$ cat src/rtl/cache_writeback_buffer_pkg.sv
// Shared definitions for the cache write-back buffer: default widths and FSM encoding.
package cache_writeback_buffer_pkg;

    localparam int TAG_WIDTH_DEF   = 2;
    localparam int VALUE_WIDTH_DEF = 32;
    localparam int DEPTH_DEF       = 4;

    typedef enum logic [1:0] {
        ST_IDLE  = 2'd0,
        ST_FWD   = 2'd1,
        ST_READ  = 2'd2,
        ST_WRITE = 2'd3
    } wb_state_e;

endpackage

$ cat src/rtl/cache_writeback_buffer_wb_fifo.sv
// Eviction FIFO: tag/value storage, push/pop bookkeeping and a newest-first tag search.
module wb_fifo
    import cache_writeback_buffer_pkg::*;
#(
    parameter int TAG_WIDTH   = TAG_WIDTH_DEF,
    parameter int VALUE_WIDTH = VALUE_WIDTH_DEF,
    parameter int DEPTH       = DEPTH_DEF
) (
    input  logic                   clk,
    input  logic                   rst,
    input  logic                   push,
    input  logic [TAG_WIDTH-1:0]   push_tag,
    input  logic [VALUE_WIDTH-1:0] push_value,
    input  logic                   pop,
    output logic [TAG_WIDTH-1:0]   head_tag,
    output logic [VALUE_WIDTH-1:0] head_value,
    output logic                   full,
    output logic                   empty,
    output logic                   push_drop,
    input  logic [TAG_WIDTH-1:0]   search_tag,
    output logic                   hit,
    output logic [VALUE_WIDTH-1:0] hit_value
);

    localparam int PTR_W = (DEPTH > 1) ? $clog2(DEPTH) : 1;
    localparam int CNT_W = $clog2(DEPTH + 1);

    logic [PTR_W-1:0]       wr_ptr_q, wr_ptr_d;
    logic [PTR_W-1:0]       rd_ptr_q, rd_ptr_d;
    logic [CNT_W-1:0]       count_q, count_d;
    logic [DEPTH-1:0]       vld_q, vld_d;
    logic [TAG_WIDTH-1:0]   tag_q [DEPTH];
    logic [TAG_WIDTH-1:0]   tag_d [DEPTH];
    logic [VALUE_WIDTH-1:0] val_q [DEPTH];
    logic [VALUE_WIDTH-1:0] val_d [DEPTH];
    logic                   pop_ok;
    logic                   push_ok;
    logic [PTR_W-1:0]       idx;

    assign full       = (count_q == CNT_W'(DEPTH));
    assign empty      = (count_q == '0);
    assign pop_ok     = pop && !empty;
    // A full FIFO still accepts a push when the head leaves in the same cycle.
    assign push_ok    = push && (!full || pop_ok);
    assign push_drop  = push && !push_ok;
    assign head_tag   = tag_q[rd_ptr_q];
    assign head_value = val_q[rd_ptr_q];

    always_comb begin
        wr_ptr_d = wr_ptr_q;
        rd_ptr_d = rd_ptr_q;
        count_d  = count_q;
        vld_d    = vld_q;
        tag_d    = tag_q;
        val_d    = val_q;
        if (pop_ok) begin
            vld_d[rd_ptr_q] = 1'b0;
            rd_ptr_d        = rd_ptr_q + PTR_W'(1);
        end
        if (push_ok) begin
            vld_d[wr_ptr_q] = 1'b1;
            tag_d[wr_ptr_q] = push_tag;
            val_d[wr_ptr_q] = push_value;
            wr_ptr_d        = wr_ptr_q + PTR_W'(1);
        end
        case ({push_ok, pop_ok})
            2'b10:   count_d = count_q + CNT_W'(1);
            2'b01:   count_d = count_q - CNT_W'(1);
            default: count_d = count_q;
        endcase
    end

    // Walk oldest to newest so the last match seen is the newest one.
    always_comb begin
        hit       = 1'b0;
        hit_value = '0;
        idx       = '0;
        for (int i = 0; i < DEPTH; i++) begin
            idx = rd_ptr_q + PTR_W'(i);
            if (vld_q[idx] && (tag_q[idx] == search_tag)) begin
                hit       = 1'b1;
                hit_value = val_q[idx];
            end
        end
    end

    always_ff @(posedge clk or negedge rst) begin
        if (!rst) begin
            wr_ptr_q <= '0;
            rd_ptr_q <= '0;
            count_q  <= '0;
            vld_q    <= '0;
        end else begin
            wr_ptr_q <= wr_ptr_d;
            rd_ptr_q <= rd_ptr_d;
            count_q  <= count_d;
            vld_q    <= vld_d;
        end
    end

    always_ff @(posedge clk) begin
        tag_q <= tag_d;
        val_q <= val_d;
    end

endmodule

$ cat src/rtl/cache_writeback_buffer.sv
// Memory-side write-back buffer: queues dirty evictions, drains them to memory and serves refills.
module cache_writeback_buffer
    import cache_writeback_buffer_pkg::*;
#(
    parameter int TAG_WIDTH   = TAG_WIDTH_DEF,
    parameter int VALUE_WIDTH = VALUE_WIDTH_DEF,
    parameter int DEPTH       = DEPTH_DEF
) (
    input  logic                   clk,
    input  logic                   rst,
    input  logic                   evict_valid,
    input  logic [TAG_WIDTH-1:0]   evict_tag,
    input  logic [VALUE_WIDTH-1:0] evict_value,
    output logic                   buf_full,
    output logic                   buf_empty,
    output logic                   overflow,
    input  logic                   fill_req_,
    input  logic [TAG_WIDTH-1:0]   fill_tag,
    output logic                   fill_ready,
    output logic [VALUE_WIDTH-1:0] fill_value,
    output logic                   mem_req,
    output logic                   mem_we,
    output logic [TAG_WIDTH-1:0]   mem_tag,
    output logic [VALUE_WIDTH-1:0] mem_wdata,
    input  logic [VALUE_WIDTH-1:0] mem_rdata,
    input  logic                   mem_ack
);

    wb_state_e              state_q, state_d;
    logic                   overflow_q, overflow_d;
    logic                   fill_ready_q, fill_ready_d;
    logic [VALUE_WIDTH-1:0] fill_value_q, fill_value_d;
    logic [VALUE_WIDTH-1:0] fwd_value_q, fwd_value_d;
    logic                   mem_req_q, mem_req_d;
    logic                   mem_we_q, mem_we_d;
    logic [TAG_WIDTH-1:0]   mem_tag_q, mem_tag_d;
    logic [VALUE_WIDTH-1:0] mem_wdata_q, mem_wdata_d;

    logic                   fifo_pop;
    logic                   fifo_full;
    logic                   fifo_empty;
    logic                   push_drop;
    logic                   fifo_hit;
    logic [VALUE_WIDTH-1:0] fifo_hit_value;
    logic [TAG_WIDTH-1:0]   head_tag;
    logic [VALUE_WIDTH-1:0] head_value;
    logic                   bypass_hit;
    logic                   match_hit;
    logic [VALUE_WIDTH-1:0] match_value;
    logic                   fill_pending;

    wb_fifo #(
        .TAG_WIDTH   (TAG_WIDTH),
        .VALUE_WIDTH (VALUE_WIDTH),
        .DEPTH       (DEPTH)
    ) u_fifo (
        .clk        (clk),
        .rst        (rst),
        .push       (evict_valid),
        .push_tag   (evict_tag),
        .push_value (evict_value),
        .pop        (fifo_pop),
        .head_tag   (head_tag),
        .head_value (head_value),
        .full       (fifo_full),
        .empty      (fifo_empty),
        .push_drop  (push_drop),
        .search_tag (fill_tag),
        .hit        (fifo_hit),
        .hit_value  (fifo_hit_value)
    );

    // An eviction arriving this cycle is newer than anything already queued.
    assign bypass_hit  = evict_valid && (evict_tag == fill_tag);
    assign match_hit   = bypass_hit || fifo_hit;
    assign match_value = bypass_hit ? evict_value : fifo_hit_value;
    // The requester still holds fill_req_ low during the fill_ready cycle; do not restart then.
    assign fill_pending = !fill_req_ && !fill_ready_q;

    always_comb begin
        state_d      = state_q;
        overflow_d   = overflow_q | push_drop;
        fill_ready_d = 1'b0;
        fill_value_d = fill_value_q;
        fwd_value_d  = fwd_value_q;
        mem_req_d    = mem_req_q;
        mem_we_d     = mem_we_q;
        mem_tag_d    = mem_tag_q;
        mem_wdata_d  = mem_wdata_q;
        fifo_pop     = 1'b0;
        case (state_q)
            ST_IDLE: begin
                if (fill_pending) begin
                    if (match_hit) begin
                        state_d     = ST_FWD;
                        fwd_value_d = match_value;
                    end else begin
                        state_d   = ST_READ;
                        mem_req_d = 1'b1;
                        mem_we_d  = 1'b0;
                        mem_tag_d = fill_tag;
                    end
                end else if (fill_req_ && !fifo_empty) begin
                    state_d     = ST_WRITE;
                    mem_req_d   = 1'b1;
                    mem_we_d    = 1'b1;
                    mem_tag_d   = head_tag;
                    mem_wdata_d = head_value;
                end
            end
            ST_FWD: begin
                state_d      = ST_IDLE;
                fill_ready_d = 1'b1;
                fill_value_d = bypass_hit ? evict_value : fwd_value_q;
            end
            ST_READ: begin
                if (mem_ack) begin
                    state_d      = ST_IDLE;
                    mem_req_d    = 1'b0;
                    fill_ready_d = 1'b1;
                    fill_value_d = mem_rdata;
                end
            end
            ST_WRITE: begin
                if (mem_ack) begin
                    state_d   = ST_IDLE;
                    mem_req_d = 1'b0;
                    mem_we_d  = 1'b0;
                    fifo_pop  = 1'b1;
                end
            end
            default: state_d = ST_IDLE;
        endcase
    end

    always_ff @(posedge clk or negedge rst) begin
        if (!rst) begin
            state_q      <= ST_IDLE;
            overflow_q   <= 1'b0;
            fill_ready_q <= 1'b0;
            fill_value_q <= '0;
            fwd_value_q  <= '0;
            mem_req_q    <= 1'b0;
            mem_we_q     <= 1'b0;
            mem_tag_q    <= '0;
            mem_wdata_q  <= '0;
        end else begin
            state_q      <= state_d;
            overflow_q   <= overflow_d;
            fill_ready_q <= fill_ready_d;
            fill_value_q <= fill_value_d;
            fwd_value_q  <= fwd_value_d;
            mem_req_q    <= mem_req_d;
            mem_we_q     <= mem_we_d;
            mem_tag_q    <= mem_tag_d;
            mem_wdata_q  <= mem_wdata_d;
        end
    end

    assign buf_full   = fifo_full;
    assign buf_empty  = fifo_empty;
    assign overflow   = overflow_q;
    assign fill_ready = fill_ready_q;
    assign fill_value = fill_value_q;
    assign mem_req    = mem_req_q;
    assign mem_we     = mem_we_q;
    assign mem_tag    = mem_tag_q;
    assign mem_wdata  = mem_wdata_q;

endmodule
$ cat config.mk
export PLATFORM = sky130hd
export DESIGN_NAME = cache_writeback_buffer
export DESIGN_NICKNAME = d
export VERILOG_FILES = /design/src/rtl/cache_writeback_buffer_pkg.sv /design/src/rtl/cache_writeback_buffer_wb_fifo.sv /design/src/rtl/cache_writeback_buffer.sv
export SDC_FILE = /design/constraint.sdc
export NUM_CORES = 1
export LEC_CHECK = 0
export ABC_CLOCK_PERIOD_IN_PS = 3900
export CELL_PAD_IN_SITES_DETAIL_PLACEMENT = 1
export CELL_PAD_IN_SITES_GLOBAL_PLACEMENT = 2
export CORE_UTILIZATION = 30
export CTS_CLUSTER_DIAMETER = 120
export DETAILED_ROUTE_END_ITERATION = 7
export PLACE_DENSITY = 0.71
export RECOVER_POWER = 25
export SETUP_SLACK_MARGIN = 0.5
export SLEW_MARGIN = 15
export SYNTH_ARGS = -nofsm -noshare
export SYNTH_HDL_FRONTEND = slang
export SYNTH_SLANG_ARGS = --single-unit
$ cat constraint.sdc
create_clock -name clk -period 3.9 [get_ports clk]
set_clock_uncertainty 0.1 [all_clocks]
set_input_delay 0.585 -clock clk [delete_from_list [all_inputs] [get_ports clk]]
set_output_delay 0.585 -clock clk [all_outputs]
set_load 0.005 [all_outputs]
==> results of run 1 <==
==> routing by layer <==
metal	GRT usage	vias to the layer above	part of all wire	wire, um
met3	0.0258	66	0.056	2410
met5	0	-	0.00056	24
met2	0.294	322	0.49	20900
li1	-	4571	-	-
met1	0.240	5334	0.44	18800
met4	0.0419	4	0.021	909
==> cells by family after synthesis <==
logic type / share of synthesized area
fa+ha+maj: 0.0126
mux: 0.290
compound gates: 0.100
buf+inv: 0.0342
simple gates: 0.0703
flops: 0.480
xor+xnor: 0.0125
==> worst reg2reg max path, cell delays in order, from the launching register on <==
cell        delay (ns)
dfrtp_4           0.46
clkinvlp_4        0.13
ha_4              0.34
buf_2             0.22
mux2_2            0.35
nand2_1           0.10
o32ai_4           0.10
a222oi_1          0.70
a211oi_4          0.17
buf_6             0.23
nor2_1            0.15
a31oi_1           0.06
==> where the power goes <==
part / internal (mW) / switching (mW) / total [mW]
clock: 1.63 / 1.13 / 2.76
combinational: 4.57 / 4.78 / 9.35
sequential: 3.79 / 0.635 / 4.42
total: 9.98 / 6.55 / 16.5
==> timing repair <==
action | 4_1_cts | 5_1_grt
pin swaps | 2 | 4
buffers inserted | 0 | 10
endpoints found under the setup margin | 30 | 37
resized for setup | 3 | 4
==> sequential cells by signal, summed over array words and instances (netlist names) <==
signal           flops
u_fifo.rd_ptr_q      2
u_fifo.vld_q         4
mem_wdata           32
fill_ready           1
u_fifo.count_q       3
mem_req              1
u_fifo.wr_ptr_q      2
overflow             1
mem_tag              2
fwd_value_q         32
fill_value          32
u_fifo.val_q       128
mem_we               1
state_q              2
u_fifo.tag_q         8
==> cell usage in the layout (no fill, tap or decap), types with 2 or more instances in the layout <==
master and instances:
edfxtp_1 136, mux4_2 132, clkdlybuf4s50_1 123, nand2_1 115, dfrtp_1 113, o21ai_0 99, mux2_2 67, nand3_1 65
mux2i_1 46, nor2_1 40, a31oi_1 34, a22o_1 32, o211ai_1 32, clkbuf_16 32, buf_4 27, dlygate4sd3_1 19
xnor2_1 14, inv_1 12, clkbuf_1 11, ha_1 10, buf_12 9, clkbuf_8 8, a21o_1 6, buf_6 5
and3_2 4, a21oi_1 3, o21ai_1 3, clkinv_2 3, nor3_1 2, clkinvlp_4 2, nand3b_1 2, xnor2_2 2
o32ai_4 2, a211oi_4 2, and2_2 2, a211oi_1 2, xor2_1 2, ha_2 2, buf_2 2, dfrtp_4 2
==> area by class of cell <==
class	count	area, um^2
Clock inverter	6	35.0
Timing Repair Buffer	187	1890
Clock buffer	50	938
Tap cell	615	769
Inverter	13	52.6
Multi-Input combinational cell	741	7140
Fill cell	5027	29800
Sequential cell	251	6970
==> worst paths after layout <==
kind / startpoint / to / slack [ns] / depth (start not counted)
worst max-delay path: u_fifo.rd_ptr_q[0] / fwd_value_q[6] / 0.67 / 11
worst min-delay path: overflow / overflow / 0.38 / 1
worst max register to register: u_fifo.rd_ptr_q[0] / fwd_value_q[6] / 0.67 / 11
worst min register to register: overflow / overflow / 0.38 / 1
max in group asynchronous: rst / u_fifo.rd_ptr_q[0] / 1.60 / 1
min in group asynchronous: rst / u_fifo.vld_q[0] / 0.55 / 1
==> results_dict.tcl, run 1 <==
set metrics [dict create \
    place.gp.congestion 0.766 \
    cp_top_family "compound AO/OA/AOI/OAI gates" \
    synth_top_area_cell "edfxtp_1" \
    rows 80 \
    clkTransAtPathRegs_ns 0.06 \
    first_pass_iters 5 \
    synth_cell_types 47 \
    crit_slowest_cell "a222oi_1" \
    fin_nets 1311 \
    cp_max_fo 30 \
    fin_util 0.374 \
    io_buffers 144 \
    grt_max_degree 97 \
    maxCapViolCount 1 \
    cp.required_ns 4.23 \
    dp_cells 1797 \
    grt_pass1_vias 10700 \
    synthMostInstantiatedCell "edfxtp_1" \
    seq_area_frac_synth 0.480 \
    drc 0 \
    hold_slack_ns 0.378 \
    die-area_um2 49200 \
    core_area_um2 47600 \
    drtIter0Drc 738 \
    clk_latency_ns 0.58 \
    finalCriticalPeriod_ns 3.23 \
    synth_nets 1192 \
    syn_area_um2 14500 \
    outcome "finished, violations left" \
    powerDensity_nw_per_um2 929 \
    worst_slew_pin_slew_ns 2.17 \
    grt_pass1_wl_um 66700 \
    hpwl_um 26600 \
    die_h_um 222 \
    finalWirelength_um 43000 \
    synth_edf_count 136 \
    ys_seq_elements 251 \
    ir_drop_mv 0.492 \
    ant_nets 0 \
    place_area_um2 16700 \
    synthArstFlopShare 0.458 \
    initial_core_util 0.304 \
    ys_warn_count 0 \
    syn_inst 1105 \
    die_x_um 222 \
    synth_common_cells "edfxtp_1, mux4_2, dfrtp_1, nand2_1, o21ai_0" \
    cts_made_buffers 30 \
    overflow 0 \
    antenna_found_initial 5 \
    cts.sinks 251 \
    synth_top_cell_area_share 0.282 \
    worstPathBufferInverterCount 3 \
    via_per_inst 5.53 \
    power_mw 16.5 \
    critPathCaptureType "flip-flop" \
    cts_hold_buf 0 \
    slew_headroom -0.444 \
    cts_tree "yes" \
    cts_root_buffer "clkbuf_16" \
    grt_util_all_layers 0.176 \
    rsz0062_at_grt "no" \
    io-pin-count 145 \
    fmax_mhz 309 \
    fin_area_um2 17800 \
    violations "max-capacitance violations, max-slew violations" \
    fin_crit_sh 0.829 \
    maxSlewViolCount 72 \
    fin_cells 1863 \
    synthFlopType "edfxtp_1" \
    area_delta_synth_final_pct 22.8 \
    cp-start-kind "flip-flop" \
    avgSynthCellArea_um2 13.1 \
    critical_path_arrival_ns 3.56 \
    dr_total_vias 10300 \
    max_stage_delay_ns 0.70 \
    cp_cell_sequence "clkinvlp_4 -> ha_4 -> buf_2 -> mux2_2 -> nand2_1 -> o32ai_4 -> a222oi_1 -> a211oi_4 -> buf_6 -> nor2_1 -> a31oi_1" \
    avgRoutedWirePerCell_um 23.1 \
    setup.worst_path.class "reg2reg" \
    pre_cts_slack_ns 0.361 \
    total_leakage_power_nw 6.32 \
    hold_viol 0 \
    fin_setup_tns_ns 0 \
    setup_viol 0 \
    clockBufferDepth 3 \
    n_antenna_cell 0 \
    htreeDepth 1 \
    netlist_top_cells_area "edfxtp_1, mux4_2, dfrtp_1" \
    worstHoldPathType "reg2reg" \
    finalWorstSetupSlack_ns 0.665 \
    drive_gt1_frac 0.250 \
]
No activity file was read; power rests on OpenSTA's default activity.
==> run 2, diff against run 1 <==
- ABC_CLOCK_PERIOD_IN_PS: 3900 -> 2700
- clock period: 3.9 -> 2.7 ns (I/O delays scaled with it)
==> run 2 against run 1 <==
  * The run ends with negative setup slack left
  * Via count is 5.6% higher
  * Routed wire length is 12% higher
  * Cell count is 4.4% higher
  * Utilization is 3.3 points higher
  * Highest routed layer unchanged
  * Combinational power is 70% higher
  * Die area stayed put
  * Flip-flop and latch count stayed put
  * Global-route usage is 1.3 points higher
  * Worst hold slack worse by 0.14 ns
  * Non-clock buffer count is 80 higher
  * First-iteration DRC count is 13% lower
  * Sequential share of layout area is 3.1 points lower
==> results_dict.tcl, run 2 (synthesized netlist as in run 1, its figures left out) <==
set metrics [dict create \
    outcome "finished, violations left" \
    violations "negative setup slack" \
    fmax_mhz 342 \
    setup_viol 37 \
    drtIter0Drc 643 \
    worstHoldPathType "in2reg" \
    cts_tree "yes" \
    cp.required_ns 3.09 \
    via_per_inst 5.59 \
    place_area_um2 17200 \
    core_area_um2 47600 \
    hold_slack_ns 0.237 \
    cp_max_fo 8 \
    rsz0062_at_grt "yes" \
    top_register "u_fifo.val_q" \
    drc 0 \
    n_antenna_cell 0 \
    io_buffers 144 \
    initial_core_util 0.304 \
    clk_latency_ns 0.58 \
    n_fill_cell 4932 \
    drive_gt1_frac 0.337 \
    grt_max_degree 119 \
    hold_viol 0 \
    clkTransAtPathRegs_ns 0.06 \
    ir_drop_mv 0.820 \
    antenna_found_initial 3 \
    clockBufferDepth 3 \
    cts_made_buffers 31 \
    io-pin-count 145 \
    fin_crit_sh 1.08 \
    worst_slew_pin_slew_ns 0.800 \
    final_common_cell "edfxtp_1" \
    htreeDepth 1 \
    finalWorstSetupSlack_ns -0.221 \
    grt_util_all_layers 0.189 \
    die_h_um 222 \
    dr_total_vias 10900 \
    layout_common_cells "edfxtp_1, mux4_2, dfrtp_1" \
    slew_headroom 0.466 \
    finalWirelength_um 48200 \
    total_leakage_power_nw 6.98 \
    maxCapViolCount 0 \
    avgRoutedWirePerCell_um 24.8 \
    pre_cts_slack_ns -0.246 \
    hpwl_um 30400 \
    die-area_um2 49200 \
    power_mw 27.1 \
    rr_startpoint "u_fifo.rd_ptr_q[0]" \
    fin_nets 1392 \
    critical_path_arrival_ns 3.31 \
    grt_pass1_vias 11200 \
    overflow 0 \
    startpoint "u_fifo.rd_ptr_q[0]" \
    powerDensity_nw_per_um2 1400 \
    finalCriticalPeriod_ns 2.92 \
    die_x_um 222 \
    fin_util 0.406 \
    rows 80 \
    cts.sinks 251 \
    largest_reg_flops 128 \
    dp_cells 1844 \
    fin_setup_tns_ns -6.29 \
    place.gp.congestion 0.797 \
    area_delta_synth_final_pct 33.5 \
    maxSlewViolCount 0 \
    first_pass_iters 5 \
    critPathCaptureType "flip-flop" \
    cp-start-kind "flip-flop" \
    ant_nets 0 \
    setup.worst_path.class "reg2reg" \
    fin_cells 1945 \
    min_from "mem_ack" \
    cts_root_buffer "clkbuf_16" \
    fin_area_um2 19300 \
    grt_pass1_wl_um 71600 \
]
==> run 2: cell count changes in the layout (fill, tap and decap cells not counted), sizes merged, moves of 3 or more <==
cell / delta
clkinv: +4
buf: +73
clkbuf: -7
dlygate4sd3: +16
clkdlybuf4s50: -17
inv: +3
bufinv: +9
==> run 2: worst paths after layout <==
check | endpoint | slack (ns) | cells past startpoint
max | fwd_value_q[2] | -0.22 | 12
max in group asynchronous | mem_wdata[19] | 1.46 | 3
min in group asynchronous | mem_req | 0.28 | 2
min reg2reg | overflow | 0.36 | 1
max reg2reg | fwd_value_q[2] | -0.22 | 12
min | overflow | 0.24 | 4
==> run 2: cell type report <==
class	instances	area [um^2]	area share
clock inverters	21	343	0.0177
flip-flops and latches	251	6970	0.360
clock buffers	37	818	0.0423
repair buffers	267	2890	0.150
well taps	615	769	0.0398
multi-input cells	741	7500	0.387
inverters	13	58.8	0.00304
==> run 2: timing repair <==
item                                    in CTS  in global routing
hold buffers                                 1                  0
endpoints found under the setup margin      79                 90
pin swaps                                   16                 15
setup buffers                               23                  9
gates resized for setup                     38                 74
cloned                                       2                  8
hold endpoints to repair                    55                  0
==> run 2: where the power goes <==
group	switching (mW)	total, mW	leakage, nW	internal, mW
logic	7.88	15.9	3.83	8.00
registers	1.01	6.47	2.58	5.46
clock network	1.72	4.74	0.571	3.02
total	10.6	27.1	6.98	16.5
==> run 2: critical path, stage by stage, from the launching register on <==
cell and delay, ns:
dfrtp_4 0.44, inv_4 0.04, ha_4 0.35, mux2i_2 0.25, xnor2_1 0.11, o32ai_2 0.35
a222oi_1 0.15, buf_4 0.17, a211oi_4 0.28, buf_4 0.20, buf_6 0.17, nor2_1 0.06
a31oi_1 0.15
==> run 2: routing by layer <==
layer,up-vias,GRT usage,part of all wire
met5,-,0,0.00027
met4,2,0.0524,0.020
met3,68,0.0249,0.052
met2,346,0.307,0.48
met1,5721,0.265,0.45
li1,4738,-,-
